## src/rtl/bbus_source_sel_pkg.sv

```systemverilog
// rtl/bbus_source_sel_pkg.sv - shared select codes, state encoding and helpers for the B-bus selector
package bbus_source_sel_pkg;

    // Select codes driven by the control unit's B-select field
    localparam logic [3:0] BSEL_IDLE = 4'd0;
    localparam logic [3:0] BSEL_PC   = 4'd1;
    localparam logic [3:0] BSEL_SP   = 4'd2;
    localparam logic [3:0] BSEL_IR   = 4'd3;
    localparam logic [3:0] BSEL_MAR  = 4'd4;
    localparam logic [3:0] BSEL_MDR  = 4'd5;
    localparam logic [3:0] BSEL_R0   = 4'd6;
    localparam logic [3:0] BSEL_R1   = 4'd7;
    localparam logic [3:0] BSEL_R2   = 4'd8;
    localparam logic [3:0] BSEL_R3   = 4'd9;
    localparam logic [3:0] BSEL_R4   = 4'd10;
    localparam logic [3:0] BSEL_R5   = 4'd11;
    localparam logic [3:0] BSEL_MEM  = 4'd12;

    typedef enum logic {
        ST_IDLE     = 1'b0,
        ST_WAIT_MEM = 1'b1
    } bbus_state_e;

    // Width of a counter that must be able to hold the value timeout
    function automatic int cnt_width(input int timeout);
        return (timeout < 1) ? 1 : $clog2(timeout + 1);
    endfunction

endpackage

```

## src/rtl/bbus_source_sel_wait_timer.sv

```systemverilog
// rtl/bbus_source_sel_wait_timer.sv - clear/increment wait counter with terminal count at MEM_TIMEOUT-1
module bbus_wait_timer
    import bbus_source_sel_pkg::*;
#(
    parameter int MEM_TIMEOUT = 15,
    parameter int CNT_W       = cnt_width(MEM_TIMEOUT)
) (
    input  logic clk,
    input  logic rst_n,
    input  logic clr_i,
    input  logic inc_i,
    output logic tc_o
);

    logic [CNT_W-1:0] cnt_q;

    assign tc_o = (cnt_q == CNT_W'(MEM_TIMEOUT - 1));

    // Clear wins over increment; the count saturates at terminal count instead of wrapping
    always_ff @(posedge clk or negedge rst_n) begin
        if (!rst_n) begin
            cnt_q <= '0;
        end else if (clr_i) begin
            cnt_q <= '0;
        end else if (inc_i && !tc_o) begin
            cnt_q <= cnt_q + 1'b1;
        end
    end

endmodule

```

## src/rtl/bbus_source_sel.sv

```systemverilog
// rtl/bbus_source_sel.sv - registered B-bus source selector with memory wait and sticky errors
module bbus_source_sel
    import bbus_source_sel_pkg::*;
#(
    parameter int DATA_W      = 16,
    parameter int NUM_SRC     = 11,
    parameter int MEM_W       = 8,
    parameter int MEM_CODE    = NUM_SRC + 1,
    parameter int SEL_W       = 4,
    parameter int MEM_SEXT    = 0,
    parameter int MEM_TIMEOUT = 15
) (
    input  logic                      clk,
    input  logic                      rst_n,
    input  logic                      sel_valid,
    input  logic [SEL_W-1:0]          sel,
    output logic                      sel_ready,
    input  logic [NUM_SRC*DATA_W-1:0] src_data,
    input  logic [MEM_W-1:0]          mem_data,
    input  logic                      mem_ack,
    output logic [DATA_W-1:0]         bus_data,
    output logic                      bus_valid,
    output logic                      err_illegal,
    output logic                      err_timeout,
    input  logic                      err_clr
);

    bbus_state_e       state_q;
    logic [DATA_W-1:0] bus_data_q;
    logic              bus_valid_q;
    logic              err_illegal_q;
    logic              err_timeout_q;

    logic [DATA_W-1:0] reg_mux;
    logic              is_reg;
    logic              is_mem;
    logic              is_nop;
    logic              accept;
    logic [DATA_W-1:0] mem_ext;
    logic              tmr_clr;
    logic              tmr_inc;
    logic              tmr_tc;

    assign sel_ready   = (state_q == ST_IDLE);
    assign bus_data    = bus_data_q;
    assign bus_valid   = bus_valid_q;
    assign err_illegal = err_illegal_q;
    assign err_timeout = err_timeout_q;

    assign accept = sel_ready && sel_valid;
    assign is_mem = (sel == SEL_W'(MEM_CODE));
    assign is_nop = (sel == SEL_W'(BSEL_IDLE));

    // Register-source decode and slice mux; code k picks slice k-1
    always_comb begin
        is_reg  = 1'b0;
        reg_mux = '0;
        for (int k = 0; k < NUM_SRC; k++) begin
            if (sel == SEL_W'(k + 1)) begin
                is_reg  = 1'b1;
                reg_mux = src_data[k*DATA_W +: DATA_W];
            end
        end
    end

    // Widen memory data to the bus, zero- or sign-filling the upper bits
    generate
        if (MEM_W < DATA_W) begin : g_ext
            assign mem_ext = (MEM_SEXT != 0)
                           ? {{(DATA_W-MEM_W){mem_data[MEM_W-1]}}, mem_data}
                           : {{(DATA_W-MEM_W){1'b0}}, mem_data};
        end else begin : g_noext
            assign mem_ext = mem_data;
        end
    endgenerate

    assign tmr_clr = accept && is_mem;
    assign tmr_inc = (state_q == ST_WAIT_MEM) && !mem_ack;

    bbus_wait_timer #(
        .MEM_TIMEOUT (MEM_TIMEOUT),
        .CNT_W       (cnt_width(MEM_TIMEOUT))
    ) u_wait_timer (
        .clk   (clk),
        .rst_n (rst_n),
        .clr_i (tmr_clr),
        .inc_i (tmr_inc),
        .tc_o  (tmr_tc)
    );

    // Selector FSM; flag sets are written after the clear so a same-edge set wins
    always_ff @(posedge clk or negedge rst_n) begin
        if (!rst_n) begin
            state_q       <= ST_IDLE;
            bus_data_q    <= '0;
            bus_valid_q   <= 1'b0;
            err_illegal_q <= 1'b0;
            err_timeout_q <= 1'b0;
        end else begin
            bus_valid_q <= 1'b0;
            if (err_clr) begin
                err_illegal_q <= 1'b0;
                err_timeout_q <= 1'b0;
            end
            case (state_q)
                ST_IDLE: begin
                    if (sel_valid) begin
                        if (is_nop) begin
                            bus_data_q <= bus_data_q;
                        end else if (is_reg) begin
                            bus_data_q  <= reg_mux;
                            bus_valid_q <= 1'b1;
                        end else if (is_mem) begin
                            state_q <= ST_WAIT_MEM;
                        end else begin
                            err_illegal_q <= 1'b1;
                        end
                    end
                end
                ST_WAIT_MEM: begin
                    if (mem_ack) begin
                        bus_data_q  <= mem_ext;
                        bus_valid_q <= 1'b1;
                        state_q     <= ST_IDLE;
                    end else if (tmr_tc) begin
                        bus_data_q    <= '0;
                        bus_valid_q   <= 1'b1;
                        err_timeout_q <= 1'b1;
                        state_q       <= ST_IDLE;
                    end
                end
                default: state_q <= ST_IDLE;
            endcase
        end
    end

endmodule

```

## config.mk

```make
export PLATFORM = sky130hd
export DESIGN_NAME = bbus_source_sel
export DESIGN_NICKNAME = d
export VERILOG_FILES = /design/src/rtl/bbus_source_sel_pkg.sv /design/src/rtl/bbus_source_sel_wait_timer.sv /design/src/rtl/bbus_source_sel.sv
export SDC_FILE = /design/constraint.sdc
export NUM_CORES = 1
export LEC_CHECK = 0
export BUFFER_PORTS_ARGS = -buffer_cell sky130_fd_sc_hd__clkbuf_2
export CORE_MARGIN = 4
export CORE_UTILIZATION = 42
export CTS_BUF_LIST = sky130_fd_sc_hd__clkbuf_4 sky130_fd_sc_hd__clkbuf_8
export DETAILED_ROUTE_END_ITERATION = 10
export PLACE_DENSITY = 0.91
export SETUP_SLACK_MARGIN = 0.3
export SLEW_MARGIN = 15
export SYNTH_ARGS = -nofsm -noshare
export SYNTH_HDL_FRONTEND = slang
export SYNTH_HIERARCHICAL = 1
export SYNTH_SLANG_ARGS = --single-unit
```

## constraint.sdc

```tcl
create_clock -name clk -period 2.2 [get_ports clk]
set_input_delay 0.11 -clock clk [delete_from_list [all_inputs] [get_ports clk]]
set_output_delay 0.11 -clock clk [all_outputs]
set_load 0.01 [all_outputs]
```

==> flow_summary.json <==
{
  "layout_min_cycle_time_ns": 1.80,
  "root_buffer": "clkbuf_8",
  "required_ns": 2.36,
  "io_pins": 213,
  "path_class": "flop to flop",
  "grt_max_degree": 53,
  "nets": 768,
  "cts.clk_slew.worst_paths_ns": 0.08,
  "clock-sinks": 24,
  "rsz0062_at_grt": "false",
  "leakage_nw": 2.02,
  "grt_usage_pct": 27.9,
  "wl_per_cell_um": 18.3,
  "end_kind": "flop",
  "via_per_inst": 6.00,
  "ys_types": 52,
  "cts_tree": "built",
  "synth_edf_count": 0,
  "htreeDepth": 1,
  "async_flop_share_pct": 100,
  "first_iter_violations": 284,
  "ant_nets": 0,
  "fillers": 596,
  "dieWidth_um": 90.1,
  "crit_path_start_kind": "flop",
  "worst_slew_pin_slew_ns": 0.628,
  "firstDrtPassIters": 5,
  "syn_nets": 563,
  "ir_drop_v": 0.000164,
  "maxSlewViolCount": 0,
  "clockBufferDepth": 2,
  "grt_pass1_vias": 3896,
  "cts_inserted_buffers": 3,
  "synth_top_flop_cell": "dfrtp_1",
  "power_density_nw_per_um2": 397,
  "place.gp.congestion": 0.877,
  "postSynthAreaPerCell_sq_um": 7.69,
  "port_buffers": 212,
  "hold_violations": 0,
  "core.rowCount": 29,
  "final_cell_mix": "212 x clkbuf_2, 43 x o21ai_0, 41 x nor2_1",
  "grt_pass1_wl_mm": 18.9,
  "fmax_mhz": 554,
  "maxCapViolations": 0,
  "core_sq_um": 6460,
  "status": "complete, no violations",
  "relSlewSlack_pct": 57.7,
  "die_y_um": 90.1,
  "layout_commonest_cell": "clkbuf_2",
  "hp-class": "input pin to flop",
  "clock_skew_ns": 0.00479,
  "syn_to_final_growth_pct": 44.1,
  "drive_above_1_share_pct": 48.0,
  "remaining_drc_errors": 0,
  "power_mw": 1.62,
  "fin_crit_sh_pct": 82.0,
  "postLayoutCoreUtil_pct": 63.2,
  "hold_slack_ns": 0.0468,
  "setup_violations": 0,
  "tns_ns": 0,
  "diodes": 0,
  "clock_latency_ns": 0.27,
  "critPathArrivalTime_ns": 1.96,
  "via_count": 3889,
  "detailedPlacementHpwl_mm": 9.83,
  "synth_area_sq_um": 2830,
  "syn_inst": 368,
  "ys_warn_count": 6,
  "ys_seq_elements": 24,
  "antenna_found_initial": 0,
  "wirelength_mm": 11.9,
  "start_util_pct": 43.8,
  "overflow": 0,
  "yosysSeqAreaShare_pct": 21.2,
  "die-area_sq_um": 8120,
  "worstPathMaxFanout": 5
}
-- worst max-delay path: stages, from the launching register on --
cell and delay [ns]:
dfrtp_1 0.38, nand2b_1 0.20, or3_4 0.44, and2_4 0.19
buf_4 0.15, a221o_1 0.34
-- report_power, final --
group          switching, mW  total (mW)  internal [mW]  leakage (nW)
clock                  0.137       0.259          0.123        0.0216
combinational          0.394       0.786          0.392          1.70
sequential            0.0580       0.576          0.518         0.303
-- synthesized netlist by cell type (all sizes together) (7+ instances only) --
master	n	area [sq um]
o21ai	44	220
nor2	41	154
a21oi	26	130
mux2	25	282
buf	24	134
dfrtp	24	601
o22ai	18	113
inv	14	52.6
nand2	12	45.0
o211ai	12	90.1
clkbuf	10	37.5
nand3	10	55.1
nor2b	10	62.6
nor3	10	50.1
a211oi	8	60.1
a221oi	8	70.1
a22oi	8	60.1
mux2i	7	70.1
-- sequential cells by signal (all words and copies together) (netlist names) --
register / count
state_q: 1
err_timeout: 1
u_wait_timer/cnt_q: 4
bus_valid: 1
err_illegal: 1
bus_data: 16
-- per-stage QoR --
| step | area [sq um] | setup WS (ns) | instances |
|---|---|---|---|
| 2_1_floorplan | 2830 | 0.439 | 368 |
| 3_5_place_dp | 3970 | 0.173 | 639 |
| 4_1_cts | 4030 | 0.304 | 643 |
| 5_1_grt | 4080 | 0.307 | 648 |
| 6_report | 4080 | 0.395 | 648 |
| 3_3_place_gp | 3970 | 0.289 | 639 |
-- cells by family (layout without fill, tap and decap cells) --
family,after synthesis,count (layout),synth area share [%]
compound gates,151,151,34.3
fa+ha+maj,2,2,0.884
buf+inv,48,251,7.91
flops,24,24,21.2
mux,38,38,17.2
simple gates,105,105,18.5
-- area by class of cell --
| class | instances | area [sq um] | share of cell area, % |
|---|---|---|---|
| Clock buffer | 3 | 41.3 | 1.01 |
| Inverter | 14 | 55.1 | 1.35 |
| Multi-Input combinational cell | 296 | 2020 | 49.5 |
| Sequential cell | 24 | 601 | 14.7 |
| Tap cell | 77 | 96.3 | 2.36 |
| Timing Repair Buffer | 234 | 1270 | 31.0 |
-- what timing repair did --
action | in CTS | in global routing
gates resized for setup | 1 | 5
endpoints found under the hold margin | 24 | 0
hold buffers | 1 | 0
buffers inserted | 0 | 5
pin swaps | 0 | 2
endpoints found under the setup margin | 1 | 12
-- path summary, 6_finish.rpt --
path / startpoint / slack (ns) / depth (start not counted) / endpoint
min in group asynchronous: rst_n / 0.37 / 2 / err_timeout$_DFF_PN0_
max in group asynchronous: rst_n / 1.44 / 2 / bus_data[12]$_DFFE_PN0P_
max: state_q$_DFF_PN0_ / 0.40 / 5 / bus_data[9]$_DFFE_PN0P_
min: err_clr / 0.05 / 2 / err_timeout$_DFF_PN0_
min reg2reg: bus_data[3]$_DFFE_PN0P_ / 0.51 / 2 / bus_data[3]$_DFFE_PN0P_
max reg2reg: state_q$_DFF_PN0_ / 0.40 / 5 / bus_data[9]$_DFFE_PN0P_
-- per-layer routing --
metal	global-route usage (%)	part of all wire (%)	up-vias
li1	-	-	1820
met1	35.4	40	1767
met2	46.6	47	257
met3	7.10	10	45
met4	8.29	2.8	0
met5	0	0	-
No activity file was read; power rests on OpenSTA's default activity.
